### src/rtl/rpi_gpio_tx.sv
// rpi_gpio_tx: transmit side of the 8-bit Raspberry Pi GPIO link.
// Buffers filtered samples in a FIFO. Each word goes out over a 4-phase
// req/ack handshake. The asynchronous ack is synchronized before use, and
// each handshake phase is guarded by a timeout. Overflow and timeout are
// reported as sticky flags.
module rpi_gpio_tx #(
    parameter int unsigned FIFO_DEPTH  = 16,
    parameter int unsigned TIMEOUT_CYC = 1023,
    parameter int unsigned CNT_W       = 5
) (
    input  logic             clk,
    input  logic             rst,
    input  logic [7:0]       sample_in,
    input  logic             sample_valid,
    input  logic             clr_flags,
    input  logic             rpi_ack_i,
    output logic [7:0]       rpi_gpio_tx_o,
    output logic             rpi_req_o,
    output logic             fifo_full,
    output logic [CNT_W-1:0] fifo_count,
    output logic             overflow,
    output logic             timeout_err
);

    localparam int unsigned PTR_W = $clog2(FIFO_DEPTH);
    localparam int unsigned TMR_W = $clog2(TIMEOUT_CYC + 1);
    localparam logic [CNT_W-1:0] DEPTH_C = CNT_W'(FIFO_DEPTH);
    localparam logic [TMR_W-1:0] TMR_MAX = TMR_W'(TIMEOUT_CYC);

    typedef enum logic [1:0] {StIdle, StSetup, StReq, StRel} state_e;

    // Storage and state registers
    logic [7:0]       r_mem [FIFO_DEPTH];
    logic [PTR_W-1:0] r_wr_ptr;
    logic [PTR_W-1:0] r_rd_ptr;
    logic [CNT_W-1:0] r_count;
    logic [7:0]       r_data;
    logic             r_req;
    logic [TMR_W-1:0] r_timer;
    logic             r_rel_to;  // REL timeout already reported for this phase
    logic             r_ack_meta;
    logic             r_ack_s;
    logic             r_overflow;
    logic             r_timeout;
    state_e           r_state;

    // Combinational next-state signals
    state_e           w_state_d;
    logic             w_req_d;
    logic [TMR_W-1:0] w_timer_d;
    logic             w_rel_to_d;
    logic             w_pop;
    logic             w_to_evt;
    logic             w_full;
    logic             w_push;

    // Full check uses the pre-edge count, so a pop on the same edge cannot rescue a write
    assign w_full = (r_count == DEPTH_C);
    assign w_push = sample_valid && !w_full;

    // Two-flop synchronizer for the asynchronous ack
    always_ff @(posedge clk) begin
        if (rst) begin
            r_ack_meta <= 1'b0;
            r_ack_s    <= 1'b0;
        end else begin
            r_ack_meta <= rpi_ack_i;
            r_ack_s    <= r_ack_meta;
        end
    end

    // FIFO storage write; contents need no reset since the pointers/count gate visibility
    always_ff @(posedge clk) begin
        if (w_push) begin
            r_mem[r_wr_ptr] <= sample_in;
        end
    end

    // FIFO pointers and occupancy count
    always_ff @(posedge clk) begin
        if (rst) begin
            r_wr_ptr <= '0;
            r_rd_ptr <= '0;
            r_count  <= '0;
        end else begin
            if (w_push) begin
                r_wr_ptr <= r_wr_ptr + PTR_W'(1);
            end
            if (w_pop) begin
                r_rd_ptr <= r_rd_ptr + PTR_W'(1);
            end
            unique case ({w_push, w_pop})
                2'b10:   r_count <= r_count + CNT_W'(1);
                2'b01:   r_count <= r_count - CNT_W'(1);
                default: r_count <= r_count;
            endcase
        end
    end

    // Handshake FSM next-state, request and phase-timer logic
    always_comb begin
        w_state_d  = r_state;
        w_req_d    = r_req;
        w_timer_d  = r_timer;
        w_rel_to_d = r_rel_to;
        w_pop      = 1'b0;
        w_to_evt   = 1'b0;
        unique case (r_state)
            StIdle: begin
                w_req_d = 1'b0;
                if (r_count != '0) begin
                    w_pop     = 1'b1;
                    w_state_d = StSetup;
                end
            end
            StSetup: begin
                // Data has been on the bus for one cycle; raise req now
                w_req_d   = 1'b1;
                w_timer_d = '0;
                w_state_d = StReq;
            end
            StReq: begin
                if (r_ack_s) begin
                    w_req_d    = 1'b0;
                    w_timer_d  = '0;
                    w_rel_to_d = 1'b0;
                    w_state_d  = StRel;
                end else if (r_timer == TMR_MAX) begin
                    // Word is abandoned, not retried
                    w_to_evt   = 1'b1;
                    w_req_d    = 1'b0;
                    w_timer_d  = '0;
                    w_rel_to_d = 1'b0;
                    w_state_d  = StRel;
                end else begin
                    w_timer_d = r_timer + TMR_W'(1);
                end
            end
            StRel: begin
                if (!r_ack_s) begin
                    w_state_d = StIdle;
                end else if (r_timer == TMR_MAX) begin
                    // No forced exit while ack stays high; flag only once per phase
                    if (!r_rel_to) begin
                        w_to_evt   = 1'b1;
                        w_rel_to_d = 1'b1;
                    end
                end else begin
                    w_timer_d = r_timer + TMR_W'(1);
                end
            end
            default: begin
                w_req_d   = 1'b0;
                w_state_d = StIdle;
            end
        endcase
    end

    // FSM state, bus data and handshake registers
    always_ff @(posedge clk) begin
        if (rst) begin
            r_state  <= StIdle;
            r_req    <= 1'b0;
            r_timer  <= '0;
            r_rel_to <= 1'b0;
            r_data   <= '0;
        end else begin
            r_state  <= w_state_d;
            r_req    <= w_req_d;
            r_timer  <= w_timer_d;
            r_rel_to <= w_rel_to_d;
            if (w_pop) begin
                r_data <= r_mem[r_rd_ptr];
            end
        end
    end

    // Sticky error flags; a set event beats a simultaneous clear
    always_ff @(posedge clk) begin
        if (rst) begin
            r_overflow <= 1'b0;
            r_timeout  <= 1'b0;
        end else begin
            if (sample_valid && w_full) begin
                r_overflow <= 1'b1;
            end else if (clr_flags) begin
                r_overflow <= 1'b0;
            end
            if (w_to_evt) begin
                r_timeout <= 1'b1;
            end else if (clr_flags) begin
                r_timeout <= 1'b0;
            end
        end
    end

    assign rpi_gpio_tx_o = r_data;
    assign rpi_req_o     = r_req;
    assign fifo_full     = w_full;
    assign fifo_count    = r_count;
    assign overflow      = r_overflow;
    assign timeout_err   = r_timeout;

endmodule

### config.mk
export PLATFORM = sky130hd
export DESIGN_NAME = rpi_gpio_tx
export DESIGN_NICKNAME = d
export VERILOG_FILES = /design/src/rtl/rpi_gpio_tx.sv
export SDC_FILE = /design/constraint.sdc
export NUM_CORES = 1
export LEC_CHECK = 0
export ABC_AREA = 1
export CAP_MARGIN = 15
export CORE_UTILIZATION = 55
export DETAILED_ROUTE_END_ITERATION = 10
export GPL_TIMING_DRIVEN = 0
export PLACE_DENSITY = 0.84
export SETUP_SLACK_MARGIN = 0.4
export SLEW_MARGIN = 20
export SYNTH_ARGS = -nofsm -noshare
export SYNTH_HDL_FRONTEND = slang
export SYNTH_SLANG_ARGS = --single-unit
### constraint.sdc
create_clock -name clk -period 2.2 [get_ports clk]
set_input_delay 0.44 -clock clk [delete_from_list [all_inputs] [get_ports clk]]
set_output_delay 0.44 -clock clk [all_outputs]
set_load 0.02 [all_outputs]
==> results.cfg <==
[grt]
first_global_vias = 5716
grt_use_met1 = 0.338
antenna_found_initial = 0
met3_usage = 0.0632
grt_util_all_layers = 0.266
grt_first_pass_wirelength_mm = 28.4
grt_use_met2 = 0.429
grt_overflow = 0
busiest_layer = met2
grt_max_degree = 17

[sta]
rsz0062_at_grt = true
hold_violations = 0
post-route-min-period_ps = 2000
max-slew-margin-rel = 0.499
min_period_over_period = 0.908
layout_setup_ws_ps = 203
max_freq_ghz = 0.501
report.final.slew_viol_count = 0
setup_viol = 0
clock_skew_ps = 8.71
worstMarginPinSlew_ps = 750

[final_layout]
final_cells = 1076
antenna_cells = 0
drive_gt1_frac = 0.153
final_nets = 915
area_delta_synth_final_pct = 18.4

[clock_tree]
h-tree-depth = 4
cts.sinks = 167
clk_pin_slew_ps = 60
cts_hold_buf = 0
clk_latency_ps = 440
max-clock-path-buffers = 2
cts_tree = built
cts_root_buf = clkbuf_16
cts_buffers = 17

[floorplanning]
rows = 42
dieWidth_um = 120
ioPinCount = 30
core-area_mm2 = 0.0135
start_util = 0.573
dieArea_mm2 = 0.0145
fp.dieH_um = 120

[synthesis]
synth_top_area_share = 0.499
synth_nets = 855
avgSynthCellArea_um2 = 9.30
synth_largest_area_cell = edfxtp_1
syn_area_mm2 = 0.00770
ys_types = 37
ys_ff_latch = 167
synthTopCellsByArea = edfxtp_1 (50%), nand2_1 (11%), dfxtp_1 (10%)
synthCells = 828
ys_seq_area_frac = 0.600
yosys_warnings = 0

[worst_setup_path]
crit_slowest_cell = dfxtp_2
worst_setup_path_end_kind = register
cp_cell_sequence = inv_2, nand4_1, nand2_2, inv_2, buf_6, ha_4, xor2_2, ha_2, inv_2, nand2_2, nand3_2, nand2_1, nand2_1, nand2_1, nand2_1, a21oi_1
required_ps = 2560
crit_top_cell = nand2_1
rrSetupSlack_ps = 200
worst-setup-path-type = register to register
crit_arrival_ps = 2350
crit_family = simple AND/OR/NAND/NOR gates
crit_buf_inv = 4
cp_max_fo = 5
crit_path_max_incr_delay_ps = 350
start_kind = register

[routing]
wire_per_inst_um = 16.8
dr_total_vias = 5907
drt_first_pass_iters = 6
drt-vias-per-instance = 5.49
antenna_left = 0
drtIter0Drc = 663
post-route-drc-count = 0
totalWireLength_mm = 18.1

[place]
place_congestion = 0.930
port_buffers = 29
dp_hpwl_mm = 11.3
dp_slack_ps = -211
place_inst = 1033

[pwr]
internal-power_mw = 6.77
ir_worst_vdd_v = 0.000786
comb_power_share = 0.365
seqPwrFrac = 0.353
power_frac_clock = 0.282
p_leak_nw = 3.91
power_per_cell_area_mw_per_mm2 = 1180
sw_frac_of_total = 0.370
p_sw_mw = 3.97

[status]
status = complete, no violations

[job]
cap_violations = 0

[hold_path]
hp-class = register to register
-- cell usage in the layout (no fill, tap or decap), types with 17 or more instances in the layout --
| master | Yosys | final |
|---|---|---|
| edfxtp_1 | 128 | 128 |
| nand2_1 | 232 | 226 |
| clkbuf_16 | 0 | 17 |
| nand3_1 | 111 | 110 |
| nor2_4 | 0 | 17 |
| buf_4 | 8 | 17 |
| inv_1 | 109 | 105 |
| nor2_1 | 67 | 50 |
| dfxtp_1 | 39 | 32 |
| a21oi_1 | 19 | 19 |
-- timing repair --
action	CTS	global route
buffers inserted	10	2
gates cloned	0	0
pin swaps	6	6
endpoints found under the setup margin	150	140
gates resized for setup	45	22
hold endpoints to repair	0	0
-- path summary, 6_finish.rpt --
check	depth (start not counted)	to	start
worst max-delay path	16	fifo_count[4]	fifo_count[2]
worst min-delay path	2	r_ack_s	r_ack_meta
worst max register to register	16	fifo_count[4]	fifo_count[2]
worst min register to register	2	r_ack_s	r_ack_meta
-- sequential cells by signal (all words and copies together), names as in the netlist, 2 cells and up --
signal	flops
r_mem	128
r_timer	10
rpi_gpio_tx_o	8
fifo_count	5
r_rd_ptr	4
r_wr_ptr	4
r_state	2
-- kinds of logic (layout without fill, tap and decap cells) --
logic type | count (synthesis) | count (layout) | share of synthesized area
and+or+nand+nor | 439 | 439 | 0.251
DFF | 167 | 167 | 0.600
buffers and inverters | 156 | 228 | 0.0853
AOI/OAI and AO/OA | 46 | 46 | 0.0341
adders and majority gates | 14 | 14 | 0.0227
xor gates and xnor gates | 6 | 6 | 0.00682
-- final cells by class --
type | count | area (um^2)
flip-flops and latches | 167 | 4640
well taps | 176 | 220
repair buffers | 41 | 393
fillers | 1006 | 4330
clock buffers | 17 | 425
clock inverters | 14 | 173
plain buffers | 33 | 204
multi-input cells | 505 | 2610
inverters | 123 | 462
-- stage by stage --
stage | cell area, um^2 | utilization | total power, mW | TNS, ps | hold WS (ps)
after floorplan | 7750 | - | 6.34 | 0 | 388
after global placement | 8260 | 0.614 | 7.38 | -15670 | 394
after detailed placement | 8260 | 0.614 | 7.45 | -19720 | 400
after CTS | 9030 | 0.671 | 10.6 | 0 | 409
after global routing | 9120 | 0.678 | 11.3 | 0 | 433
final | 9120 | 0.678 | 10.7 | 0 | 406
-- layer usage --
| layer | up-vias | routed length [um] |
|---|---|---|
| met5 | - | 0 |
| li1 | 2798 | - |
| met3 | 62 | 1830 |
| met4 | 0 | 637 |
| met1 | 2717 | 7050 |
| met2 | 330 | 8580 |
-- power by group through the flow --
stage / logic, mW / registers [mW] / clock network, mW
finish: 3.92 / 3.79 / 3.03
global route: 4.31 / 3.81 / 3.16
CTS: 3.72 / 3.79 / 3.05
detailed placement: 3.60 / 3.85 / 0
global placement: 3.54 / 3.84 / 0
floorplan: 2.38 / 3.96 / 0
-- synth_stat cells --
cell type and n:
nand3_2 2, o21ai_1 2, inv_2 10, a21oi_1 19
buf_4 8, nor2_2 3, a21oi_2 1, nand4_1 9
clkinv_1 4, clkbuf_1 4, ha_1 14, o2111ai_1 2
edfxtp_1 128, dfxtp_1 39, inv_1 109, o21bai_1 1
buf_2 15, nand2_4 2, o211ai_1 1, buf_6 3
xor2_1 6, o31ai_1 1, nand4_2 1, nand2_2 5
nand2_1 232, or2_2 1, nand3b_4 1, a21oi_4 1
nor3_1 1, nand3_4 2, nor2_8 1, buf_1 3
a21boi_1 1, or2_1 1, nand3_1 111, nor2_1 67
o21ai_0 17
-- worst min-delay path: stages (launching register included) --
cell     delay (ps)
dfxtp_1         300
inv_1            40
nor2_1           30
Power figures use the tool's default switching activity.
